[src/rtl/duty_meas_sched.sv]
// Round-robin scheduler that time-shares one duty/period measurement core across
// N_CH muxed inputs and hands each tagged result to a valid/ready consumer.
module duty_meas_sched #(
  parameter int N_CH        = 4,
  parameter int CH_W        = 2,
  parameter int RES_W       = 16,
  parameter int SETTLE_CYC  = 16,
  parameter int TIMEOUT_CYC = 50000000
) (
  input  logic             clk,
  input  logic             rst_n,
  input  logic             enable,
  input  logic [N_CH-1:0]  ch_mask,
  output logic [CH_W-1:0]  ch_sel,
  output logic             meas_start,
  input  logic             meas_done,
  input  logic [RES_W-1:0] meas_result,
  output logic             res_valid,
  input  logic             res_ready,
  output logic [CH_W-1:0]  res_ch,
  output logic [RES_W-1:0] res_data,
  output logic             res_timeout,
  output logic             busy
);

  localparam int SET_W = $clog2(SETTLE_CYC + 1);

  typedef enum logic [2:0] {
    IDLE,
    SELECT,
    SETTLE,
    START,
    WAIT,
    OUTPUT
  } state_t;

  state_t             state_q, state_d;
  logic [CH_W-1:0]    ptr_q, ptr_d;
  logic [CH_W-1:0]    ch_sel_q, ch_sel_d;
  logic [SET_W-1:0]   set_q, set_d;
  logic [31:0]        tmo_q, tmo_d;
  logic [CH_W-1:0]    res_ch_q, res_ch_d;
  logic [RES_W-1:0]   res_data_q, res_data_d;
  logic               res_tmo_q, res_tmo_d;

  // First set mask bit strictly after ptr, wrapping modulo N_CH.
  function automatic logic [CH_W-1:0] rr_pick(input logic [N_CH-1:0] mask,
                                              input logic [CH_W-1:0] ptr);
    logic [CH_W-1:0] idx;
    logic [CH_W-1:0] pick;
    logic            found;
    idx   = ptr;
    pick  = ptr;
    found = 1'b0;
    for (int i = 0; i < N_CH; i++) begin
      idx = (idx == CH_W'(N_CH - 1)) ? '0 : idx + 1'b1;
      if (!found && mask[idx]) begin
        pick  = idx;
        found = 1'b1;
      end
    end
    return pick;
  endfunction

  always_comb begin
    state_d    = state_q;
    ptr_d      = ptr_q;
    ch_sel_d   = ch_sel_q;
    set_d      = '0;
    tmo_d      = '0;
    res_ch_d   = res_ch_q;
    res_data_d = res_data_q;
    res_tmo_d  = res_tmo_q;

    case (state_q)
      IDLE: begin
        if (enable && (|ch_mask)) state_d = SELECT;
      end

      SELECT: begin
        if (|ch_mask) begin
          ch_sel_d = rr_pick(ch_mask, ptr_q);
          ptr_d    = ch_sel_d;
          state_d  = SETTLE;
        end else begin
          state_d = IDLE;
        end
      end

      SETTLE: begin
        if (set_q == SET_W'(SETTLE_CYC - 1)) state_d = START;
        else                                  set_d   = set_q + 1'b1;
      end

      // Timeout counter reads 0 during START, so WAIT cycle k sees count k.
      START: begin
        tmo_d   = tmo_q + 32'd1;
        state_d = WAIT;
      end

      WAIT: begin
        if (meas_done) begin
          res_data_d = meas_result;
          res_tmo_d  = 1'b0;
          res_ch_d   = ch_sel_q;
          state_d    = OUTPUT;
        end else if (tmo_q == 32'(TIMEOUT_CYC - 1)) begin
          res_data_d = '0;
          res_tmo_d  = 1'b1;
          res_ch_d   = ch_sel_q;
          state_d    = OUTPUT;
        end else begin
          tmo_d = tmo_q + 32'd1;
        end
      end

      OUTPUT: begin
        if (res_ready) state_d = (enable && (|ch_mask)) ? SELECT : IDLE;
      end

      default: state_d = IDLE;
    endcase
  end

  always_ff @(posedge clk or negedge rst_n) begin
    if (!rst_n) begin
      state_q    <= IDLE;
      ptr_q      <= CH_W'(N_CH - 1);
      ch_sel_q   <= '0;
      set_q      <= '0;
      tmo_q      <= '0;
      res_ch_q   <= '0;
      res_data_q <= '0;
      res_tmo_q  <= 1'b0;
    end else begin
      state_q    <= state_d;
      ptr_q      <= ptr_d;
      ch_sel_q   <= ch_sel_d;
      set_q      <= set_d;
      tmo_q      <= tmo_d;
      res_ch_q   <= res_ch_d;
      res_data_q <= res_data_d;
      res_tmo_q  <= res_tmo_d;
    end
  end

  // Strobes decode straight from the state register so reset clears them at once.
  assign ch_sel      = ch_sel_q;
  assign meas_start  = (state_q == START);
  assign res_valid   = (state_q == OUTPUT);
  assign busy        = (state_q != IDLE);
  assign res_ch      = res_ch_q;
  assign res_data    = res_data_q;
  assign res_timeout = res_tmo_q;

endmodule

[config.mk]
export PLATFORM = sky130hd
export DESIGN_NAME = duty_meas_sched
export DESIGN_NICKNAME = d
export VERILOG_FILES = /design/src/rtl/duty_meas_sched.sv
export SDC_FILE = /design/constraint.sdc
export NUM_CORES = 1
export LEC_CHECK = 0
export CORE_UTILIZATION = 35
export CTS_CLUSTER_SIZE = 28
export DETAILED_ROUTE_END_ITERATION = 7
export GPL_TIMING_DRIVEN = 0
export PLACE_DENSITY = 0.6
export SYNTH_ARGS = -nofsm -noshare
export SYNTH_HDL_FRONTEND = slang
export SYNTH_SLANG_ARGS = --single-unit
[constraint.sdc]
create_clock -name clk -period 3 [get_ports clk]
set_input_delay 0.3 -clock clk [delete_from_list [all_inputs] [get_ports clk]]
set_output_delay 0.3 -clock clk [all_outputs]
set_load 0.005 [all_outputs]
==> results of run 1 <==
==> metrics by stage <==
| stage | utilization, % | setup TNS [ps] |
|---|---|---|
| 6_report | 45.4 | 0 |
| 4_1_cts | 45.4 | 0 |
| 2_1_floorplan | - | 0 |
| 3_3_place_gp | 42.9 | -31500 |
| 5_1_grt | 45.4 | 0 |
| 3_5_place_dp | 42.9 | 0 |
==> path summary, 6_finish.rpt <==
kind	startpoint	slack, ps	endpoint
max	ptr_q[1]$_DFFE_PN1P_	640	ch_sel[1]$_DFFE_PN0P_
min	rst_n	40	tmo_q[21]$_DFF_PN0_
max reg2reg	ptr_q[1]$_DFFE_PN1P_	640	ch_sel[1]$_DFFE_PN0P_
min reg2reg	set_q[0]$_DFF_PN0_	480	set_q[0]$_DFF_PN0_
max in group asynchronous	rst_n	2450	tmo_q[11]$_DFF_PN0_
min in group clk	set_q[0]$_DFF_PN0_	480	set_q[0]$_DFF_PN0_
==> power breakdown <==
group / switching [mW] / internal (mW) / total [mW]
combinational: 0.502 / 0.610 / 1.11
clock: 0.351 / 0.468 / 0.820
sequential: 0.105 / 1.04 / 1.14
total: 0.958 / 2.12 / 3.07
==> state kept, by name, summed over array words and instances, names as in the netlist <==
name / flops
ptr_q: 2
set_q: 5
res_data: 16
res_ch: 2
ch_sel: 2
state_q: 3
res_timeout: 1
tmo_q: 32
==> cell families (layout without fill, tap and decap cells) <==
group           count (synthesis)  in the layout  share of synthesized area [%]
compound gates                 50             50                           12.3
buf+inv                        20             82                           3.14
flops                          63             63                           50.2
mux                             3              3                           1.43
simple gates                  131            131                           22.8
xor+xnor                       32             32                           8.91
fa+ha+maj                       3              3                           1.19
==> metal layers <==
layer  global-route usage, %  vias up  wire length [µm]  part of all wire (%)
li1                        -     1203                 -                     -
met1                    19.8     1220              3140                    47
met2                    25.2       38              3240                    48
met3                    3.54       11               210                   3.1
met4                    7.23        0               137                   2.0
met5                       0        -                 0                     0
==> layout by cell type, fill, tap and decap left out, types with 3 or more instances in the layout <==
cell type / n
nand4_1: 10
and3_1: 7
inv_1: 4
clkbuf_8: 9
ha_1: 3
dfrtp_1: 61
nand2_1: 14
clkbuf_1: 12
nand3_1: 17
and2_1: 3
nor3b_1: 3
nor4_2: 3
a21oi_1: 6
xor2_1: 28
nor2_1: 46
buf_6: 3
nor4_1: 3
o21a_1: 5
nor4bb_1: 3
o21ai_0: 5
clkdlybuf4s50_1: 45
a22o_1: 16
xnor2_1: 4
nor3_1: 4
==> worst reg2reg max path, delay by kind of cell, from the launching register on <==
family,cells,cell delay [ps]
AO/OA/AOI/OAI,4,1030
adder cells (fa/ha/maj),1,140
buffers and inverters,1,360
flip-flops,1,570
AND/OR/NAND/NOR,1,210
==> cell type report <==
type | instances | area (µm²) | share of cell area (%)
tap | 108 | 135 | 3.41
inverter | 4 | 15.0 | 0.379
clock buffer | 9 | 124 | 3.13
sequential | 63 | 1580 | 39.9
timing repair buffer | 46 | 458 | 11.6
multi-input combinational | 219 | 1470 | 37.0
clock inverter | 7 | 97.6 | 2.47
buffer | 16 | 83.8 | 2.12
==> flow_summary_export.csv, run 1 <==
group,metric,value,unit
status,outcome,"finished, final reports clean",
worst_setup_path,critPathKind,"flop to flop",
clocking,cts_sinks,63,
synthesis,ys.warnings.count,0,
power,p_total,3.07,mW
final_layout,fill_cells,838,
sta,post-route-period-util,78.8,%
clocking,htreeDepth,3,
synthesis,synth_area,0.00314,mm²
run,drv.max_cap_violation_count,0,
sta,drv_slew,0,
placement,gp_congestion,0.852,
clocking,cts_setup_buffers,0,
synthesis,synthTopCellsByArea,"dfrtp_1, xor2_1, nor2_1",
placement,place_inst,456,
grt,overflow,0,
synthesis,syn_avg_cell_area,10.4,µm²
synthesis,ys_seq_area_share,50.2,%
worst_setup_path,rr_worst_depth,7,
worst_setup_path,critical_path.top_delay_family,"compound AO/OA/AOI/OAI gates",
sta,setup_ws,637,ps
worst_setup_path,critPathRequiredTime,3290,ps
synthesis,synth_edf_count,0,
power,power.leakage,1.61,nW
placement,dp_hpwl,4580,µm
floorplan,core_area,0.00872,mm²
sta,relSlewSlack,28.1,%
synthesis,synthTopCellsByCount,"dfrtp_1, nor2_1, xor2_1, nand3_1, a22o_1",
floorplan,rows,34,
synthesis,synthFlopType,"dfrtp_1",
detailed_routing,dr.pass1.iters,4,
final_layout,final_area,0.00396,mm²
final_layout,area_growth,25.9,%
clocking,path_clk_slew,70,ps
worst_setup_path,worstSetupStartpointType,"flop",
floorplan,dieArea,0.00937,mm²
detailed_routing,drt-vias-per-instance,5.24,
worst_setup_path,cp_num_buf_inv,1,
floorplan,fp.dieW,96.8,µm
sta,grt_setup_unrepaired,"no",
synthesis,yosysTopAreaCellShare,48.5,%
clocking,cts_buffers,9,
sta,period_needed,2360,ps
power,ir_drop,399,µV
synthesis,synthCells,302,
final_layout,finalNonFillerCells,472,
placement,port_buffers,46,
floorplan,die_height,96.8,µm
synthesis,synth_seq_cells,63,
final_layout,n_antenna_cell,0,
sta,clock_skew,9.67,ps
floorplan,io_pins,49,
grt,grtUsageTotal,15.6,%
detailed_routing,wire_per_inst,14.2,µm
placement,dp_slack,662,ps
min_path,hold_path.class,"primary input to async pin",
final_layout,layout.nets,387,
detailed_routing,detail-route-antenna-nets,0,
grt,grt_max_degree,64,
clocking,clock-root-buffer,"clkbuf_8",
detailed_routing,vias,2472,
worst_setup_path,cp_slowest_cell,"dfstp_2",
worst_setup_path,setup.worst_path.end_class,"flop",
clocking,cts_tree,"yes",
worst_setup_path,cp_max_fo,10,
sta,hold_viol,0,
synthesis,yosysTopAreaCell,"dfrtp_1",
grt,antenna_found_initial,0,
sta,worstMarginPinSlew,1070,ps
detailed_routing,first_iter_violations,87,
final_layout,drive_above_1_share,10.7,%
placement,placed_area,0.00374,mm²
synthesis,yosys.cell_types.count,56,
clocking,cts_hold_buf,0,
worst_setup_path,slowest_delay,570,ps
detailed_routing,drc,0,
grt,grt_first_pass_wirelength,11800,µm
floorplan,start_util,36.1,%
clocking,cts.repair.resized,0,
sta,setup_viol,0,
sta,fmax,0.423,GHz
sta,whs,41.5,ps
clocking,cts_buffer_depth,2,
worst_setup_path,cp.arrival,2650,ps
worst_setup_path,cp.depth,7,
worst_setup_path,path_cells,"ha_1, clkbuf_1, nor2_1, a2111oi_0, o221ai_1, o211ai_1, o21a_1",
synthesis,synthArstFlopShare,100,%
grt,grt_pass1_vias,2491,
detailed_routing,drt-total-wl,6730,µm
clocking,worst_skew_pair.late_latency,350,ps
synthesis,synthesis.nets,330,
power,p_per_area,776,mW/mm²
synthesis,synth.most_common_cell,"dfrtp_1",
No activity file was read; power rests on OpenSTA's default activity.
==> run 2, diff against run 1 <==
==> constraint.sdc (replaced) <==
create_clock -name clk -period 2.24 [get_ports clk]
set_input_delay 0.224 -clock clk [delete_from_list [all_inputs] [get_ports clk]]
set_output_delay 0.224 -clock clk [all_outputs]
set_load 0.005 [all_outputs]
==> run 2 against run 1 <==
Effect of this change:
- sequential power up 34%
- fmax up 6.9%
- worst hold slack better by 430 ps
- highest routed layer unchanged
- routed wire length up 1.4%
- die area unchanged
- largest cell class unchanged
- via count up 0.65%
- cell count up 0.64%
==> flow_summary_export.csv, run 2 (synthesized netlist as in run 1, its figures left out) <==
group,metric,value,unit
sta,post-route-period-util,98.7,%
grt,met3_usage,3.54,%
clocking,cts_buffers,9,
sta,setup_viol,0,
floorplan,io_pins,49,
floorplan,fp.dieW,96.8,µm
final_layout,layout_common_cells,"dfrtp_1, nor2_1, clkdlybuf4s50_1",
sta,hold_viol,0,
placement,dp_slack,-98.2,ps
sta,relSlewSlack,47.3,%
power,power.leakage,1.69,nW
detailed_routing,vias,2488,
final_layout,drive_above_1_share,13.6,%
grt,use_met1,19.9,%
grt,grt_busiest_layer,"met2",
final_layout,fill_cells,837,
grt,grt_pass1_vias,2486,
detailed_routing,dr.pass1.iters,4,
sta,period_needed,2210,ps
grt,antenna_found_initial,0,
clocking,cts_buffer_depth,2,
worst_setup_path,cp_max_fo,10,
floorplan,core_area,0.00872,mm²
power,ir_drop,558,µV
grt,grt_max_degree,64,
power,p_per_area,1030,mW/mm²
run,drv.max_cap_violation_count,0,
min_path,hold_path.class,"primary input to flop",
grt,use_met2,25.2,%
sta,fmax,0.452,GHz
clocking,cts_tree,"yes",
final_layout,layout.nets,390,
detailed_routing,drc,0,
placement,port_buffers,46,
worst_setup_path,critPathKind,"flop to flop",
placement,gp_congestion,0.852,
sta,clock_skew,9.18,ps
final_layout,top_register,"tmo_q",
sta,fin_setup_tns,0,ps
clocking,cts_sinks,63,
worst_setup_path,worstSetupStartpointType,"flop",
detailed_routing,drt-vias-per-instance,5.24,
power,p_total,4.19,mW
floorplan,die_height,96.8,µm
grt,overflow,0,
clocking,worst_skew_pair.late_latency,350,ps
clocking,path_clk_slew,80,ps
sta,grt_setup_unrepaired,"yes",
worst_setup_path,cp.arrival,2440,ps
detailed_routing,first_iter_violations,89,
floorplan,start_util,36.1,%
final_layout,largest_reg_flops,32,
status,outcome,"finished, final reports clean",
floorplan,dieArea,0.00937,mm²
clocking,clock-root-buffer,"clkbuf_8",
final_layout,final_common_cell,"dfrtp_1",
detailed_routing,detail-route-antenna-nets,0,
grt,grtUsageTotal,15.6,%
detailed_routing,drt-total-wl,6820,µm
grt,grt_first_pass_wirelength,11800,µm
sta,worstMarginPinSlew,790,ps
final_layout,n_antenna_cell,0,
detailed_routing,wire_per_inst,14.4,µm
worst_setup_path,setup.worst_path.end_class,"flop",
final_layout,area_growth,29.0,%
sta,setup_ws,28.7,ps
sta,whs,469,ps
floorplan,rows,34,
sta,drv_slew,0,
placement,dp_hpwl,4580,µm
clocking,htreeDepth,3,
worst_setup_path,critPathRequiredTime,2470,ps
## run 2: worst paths after layout
kind,slack (ps),cells past startpoint,endpoint,startpoint
worst max register to register,30,6,tmo_q[4]$_DFF_PN0_,tmo_q[21]$_DFF_PN0_
max in group asynchronous,1220,2,tmo_q[13]$_DFF_PN0_,rst_n
min in group asynchronous,500,2,tmo_q[21]$_DFF_PN0_,rst_n
worst min-delay path,470,2,res_data[14]$_DFFE_PN0P_,meas_result[14]
worst min register to register,480,1,set_q[0]$_DFF_PN0_,set_q[0]$_DFF_PN0_
worst max-delay path,30,6,tmo_q[4]$_DFF_PN0_,tmo_q[21]$_DFF_PN0_
## run 2: metal layers
metal	wire, µm	part of all wire [%]
met1	3160	46
met4	134	2.0
met5	0	0
met2	3290	48
met3	237	3.5
## run 2: final cells by class
cell class	instances	area, µm²	area share (%)
timing repair buffer	50	490	12.1
sequential	63	1580	38.9
inverter	4	15.0	0.370
tap	108	135	3.33
buffer	15	91.3	2.25
clock inverter	7	97.6	2.41
multi-input combinational	219	1520	37.6
clock buffer	9	124	3.05
## run 2: worst max-delay path: stages, from the launching register on
cell	delay (ps)
dfrtp_1	400
nand3_2	130
or4b_4	530
or4_4	560
a21oi_4	230
buf_6	190
nor2_1	60
## run 2: power breakdown
part | total (mW) | internal [mW] | switching [mW]
logic | 1.56 | 0.865 | 0.694
clock network | 1.10 | 0.627 | 0.472
registers | 1.53 | 1.39 | 0.140
total | 4.19 | 2.88 | 1.31
## run 2: what timing repair did
item	in CTS	in global routing
pin swaps	0	1
buffers inserted	0	3
resized for setup	2	15
hold buffers	1	0
hold endpoints to repair	22	0
endpoints found under the setup margin	14	45
## run 2: metrics by stage
stage	cells	area, µm²	util [%]
final	475	4060	46.5
after global routing	475	4060	46.5
after CTS	472	3970	45.5
after detailed placement	456	3740	42.9
after global placement	456	3740	42.9
after floorplan	302	3140	-
==> variant: new RTL, flow settings as in run 2 <==
The parameter `SETTLE_CYC` goes from 16 to 32.
--- a/src/rtl/duty_meas_sched.sv
+++ b/src/rtl/duty_meas_sched.sv
@@ -4,7 +4,7 @@
   parameter int N_CH        = 4,
   parameter int CH_W        = 2,
   parameter int RES_W       = 16,
-  parameter int SETTLE_CYC  = 16,
+  parameter int SETTLE_CYC  = 32,
   parameter int TIMEOUT_CYC = 50000000
 ) (
   input  logic             clk,
Function: no difference found for any inputs over 10 cycles, from zero or initial values and one cycle with rst_n low; that may be too few to reach the edited logic, so the function may still have changed.
==> variant against run 2 <==
The flow now finishes with violations (hold timing). Total power is 8.0% lower. Routed wire length decreased by 6.1%. Worst hold slack got worse by 0.49 ns. Via count is 2.9% lower. Sequential cell count up 1. Synthesized cell count is 1.7% higher. Clock skew is 0.0015 ns lower. Synthesized area shrank 0.32%. Final area is 2.1% lower. Highest routed layer unchanged. Combinational power down 13%. Critical path type is now reg2out. Setup slack improved by 0.098 ns. Die area is 0.31% lower. Sequential share of layout area is 1.5 points higher. Critical path depth shrank 2.
==> variant: results (changes against run 2) <==
status: "finished with violations"
violations: "hold timing"
wl_met2_mm: 3.054  # -7.1%
relSlewSlack_pct: 36.72  # -11 points
synth_cell_type_count: 51  # -8.9%
synth_cells: 307  # +1.7%
synth_xor_area_share_pct: 9.222  # +0.31 points
hold_ws_ns: -0.02238  # -0.4914 ns
synth-compound-area-share_pct: 11.34  # -0.96 points
synth_mux_area_share_pct: 1.038  # -0.39 points
p_switching_w: 0.001221  # -6.5%
grt.met3_usage_pct: 3.035  # -0.51 points
grt_pass1_vias: 2459  # -1.1%
p_leak_nw: 1.677  # -1.0%
place_congestion: 0.8589  # +0.82%
port_buffers: 45  # -2.2%
drtIter0Drc: 81  # -9.0%
dpl.hpwl_mm: 4.374  # -4.5%
num-fill-cells: 852  # +1.8%
hold_viol_final: 56  # +56
r2r_start: "tmo_q[8]"
root_buffer: "clkbuf_8"
grt_max_degree: 65  # +1.6%
fin_skew_ns: 0.007658  # -0.001517 ns
p_comb_w: 0.00136  # -13%
wire_per_inst_um: 13.41  # -6.7%
grt_pass1_wl_mm: 11.39  # -3.1%
placed_cells: 460  # +0.88%
first_pass_iters: 6  # +2
min_path_type: "in2async"
final_layout_size_suffix_gt1_share_pct: 11.35  # -2.3 points
postPlaceCellArea_um2: 3717  # -0.54%
grtUsageMet2_pct: 23.89  # -1.3 points
ys_seq_area_share_pct: 51.18  # +0.96 points
switching_share_pct: 31.67  # +0.48 points
synth_fp_nets: 335  # +1.5%
worst_r2r_path_depth: 7  # +1
wl_met3_um: 154  # -35%
netlist_top_cells_area: "dfrtp_1 50%, xor2_1 7.3%, nor2_1 6.5%"
wl_met1_mm: 3.109  # -1.6%
r2r_slack_ns: 0.13  # +0.10 ns
viasPerCell: 5.054  # -3.5%
synthAdderAreaFrac_pct: 1.198  # +0.0038 points
slowest_stage: "clkdlybuf4s50_1"
pre_cts_slack_ns: -0.1154  # -0.01717 ns
yosys-top-cells-count: "62 x dfrtp_1, 54 x nor2_1, 26 x xor2_1"
fin_nets: 393  # +0.77%
finalNonFillerCells: 478  # +0.63%
cp_top_family: "buffers and inverters"
clock_latency_ns: 0.33  # -0.02 ns
met1_usage_pct: 19.41  # -0.47 points
-- variant: how the worst max path moves through the flow --
stage	from	endpoint	slack, ns	cells after the start
2_1_floorplan	ptr_q[0]	ch_sel[1]	0.31	6
3_3_place_gp	rst_n	ch_sel[0]	-1.21	1
3_5_place_dp	ch_mask[1]	ch_sel[1]	-0.12	6
4_1_cts	tmo_q[6]	tmo_q[31]	0.01	5
5_1_grt	tmo_q[12]	res_data[12]	-0.002	7
6_report	state_q[1]	meas_start	0.13	4
-- variant: what timing repair did --
item / in CTS / in global routing
setup buffers: 0 / 2
resized for setup: 1 / 8
pin swaps: 0 / 2
setup endpoints to repair: 1 / 43
-- variant: area by class of cell --
cell class	count	area (um2)	area share, %
Sequential cell	64	1604	40.40
Multi-Input combinational cell	223	1494	37.63
Timing Repair Buffer	47	462.9	11.66
Tap cell	108	135.1	3.404
Clock buffer	9	123.9	3.120
Buffer	14	65.06	1.639
Clock inverter	7	62.56	1.576
Inverter	6	22.52	0.5673
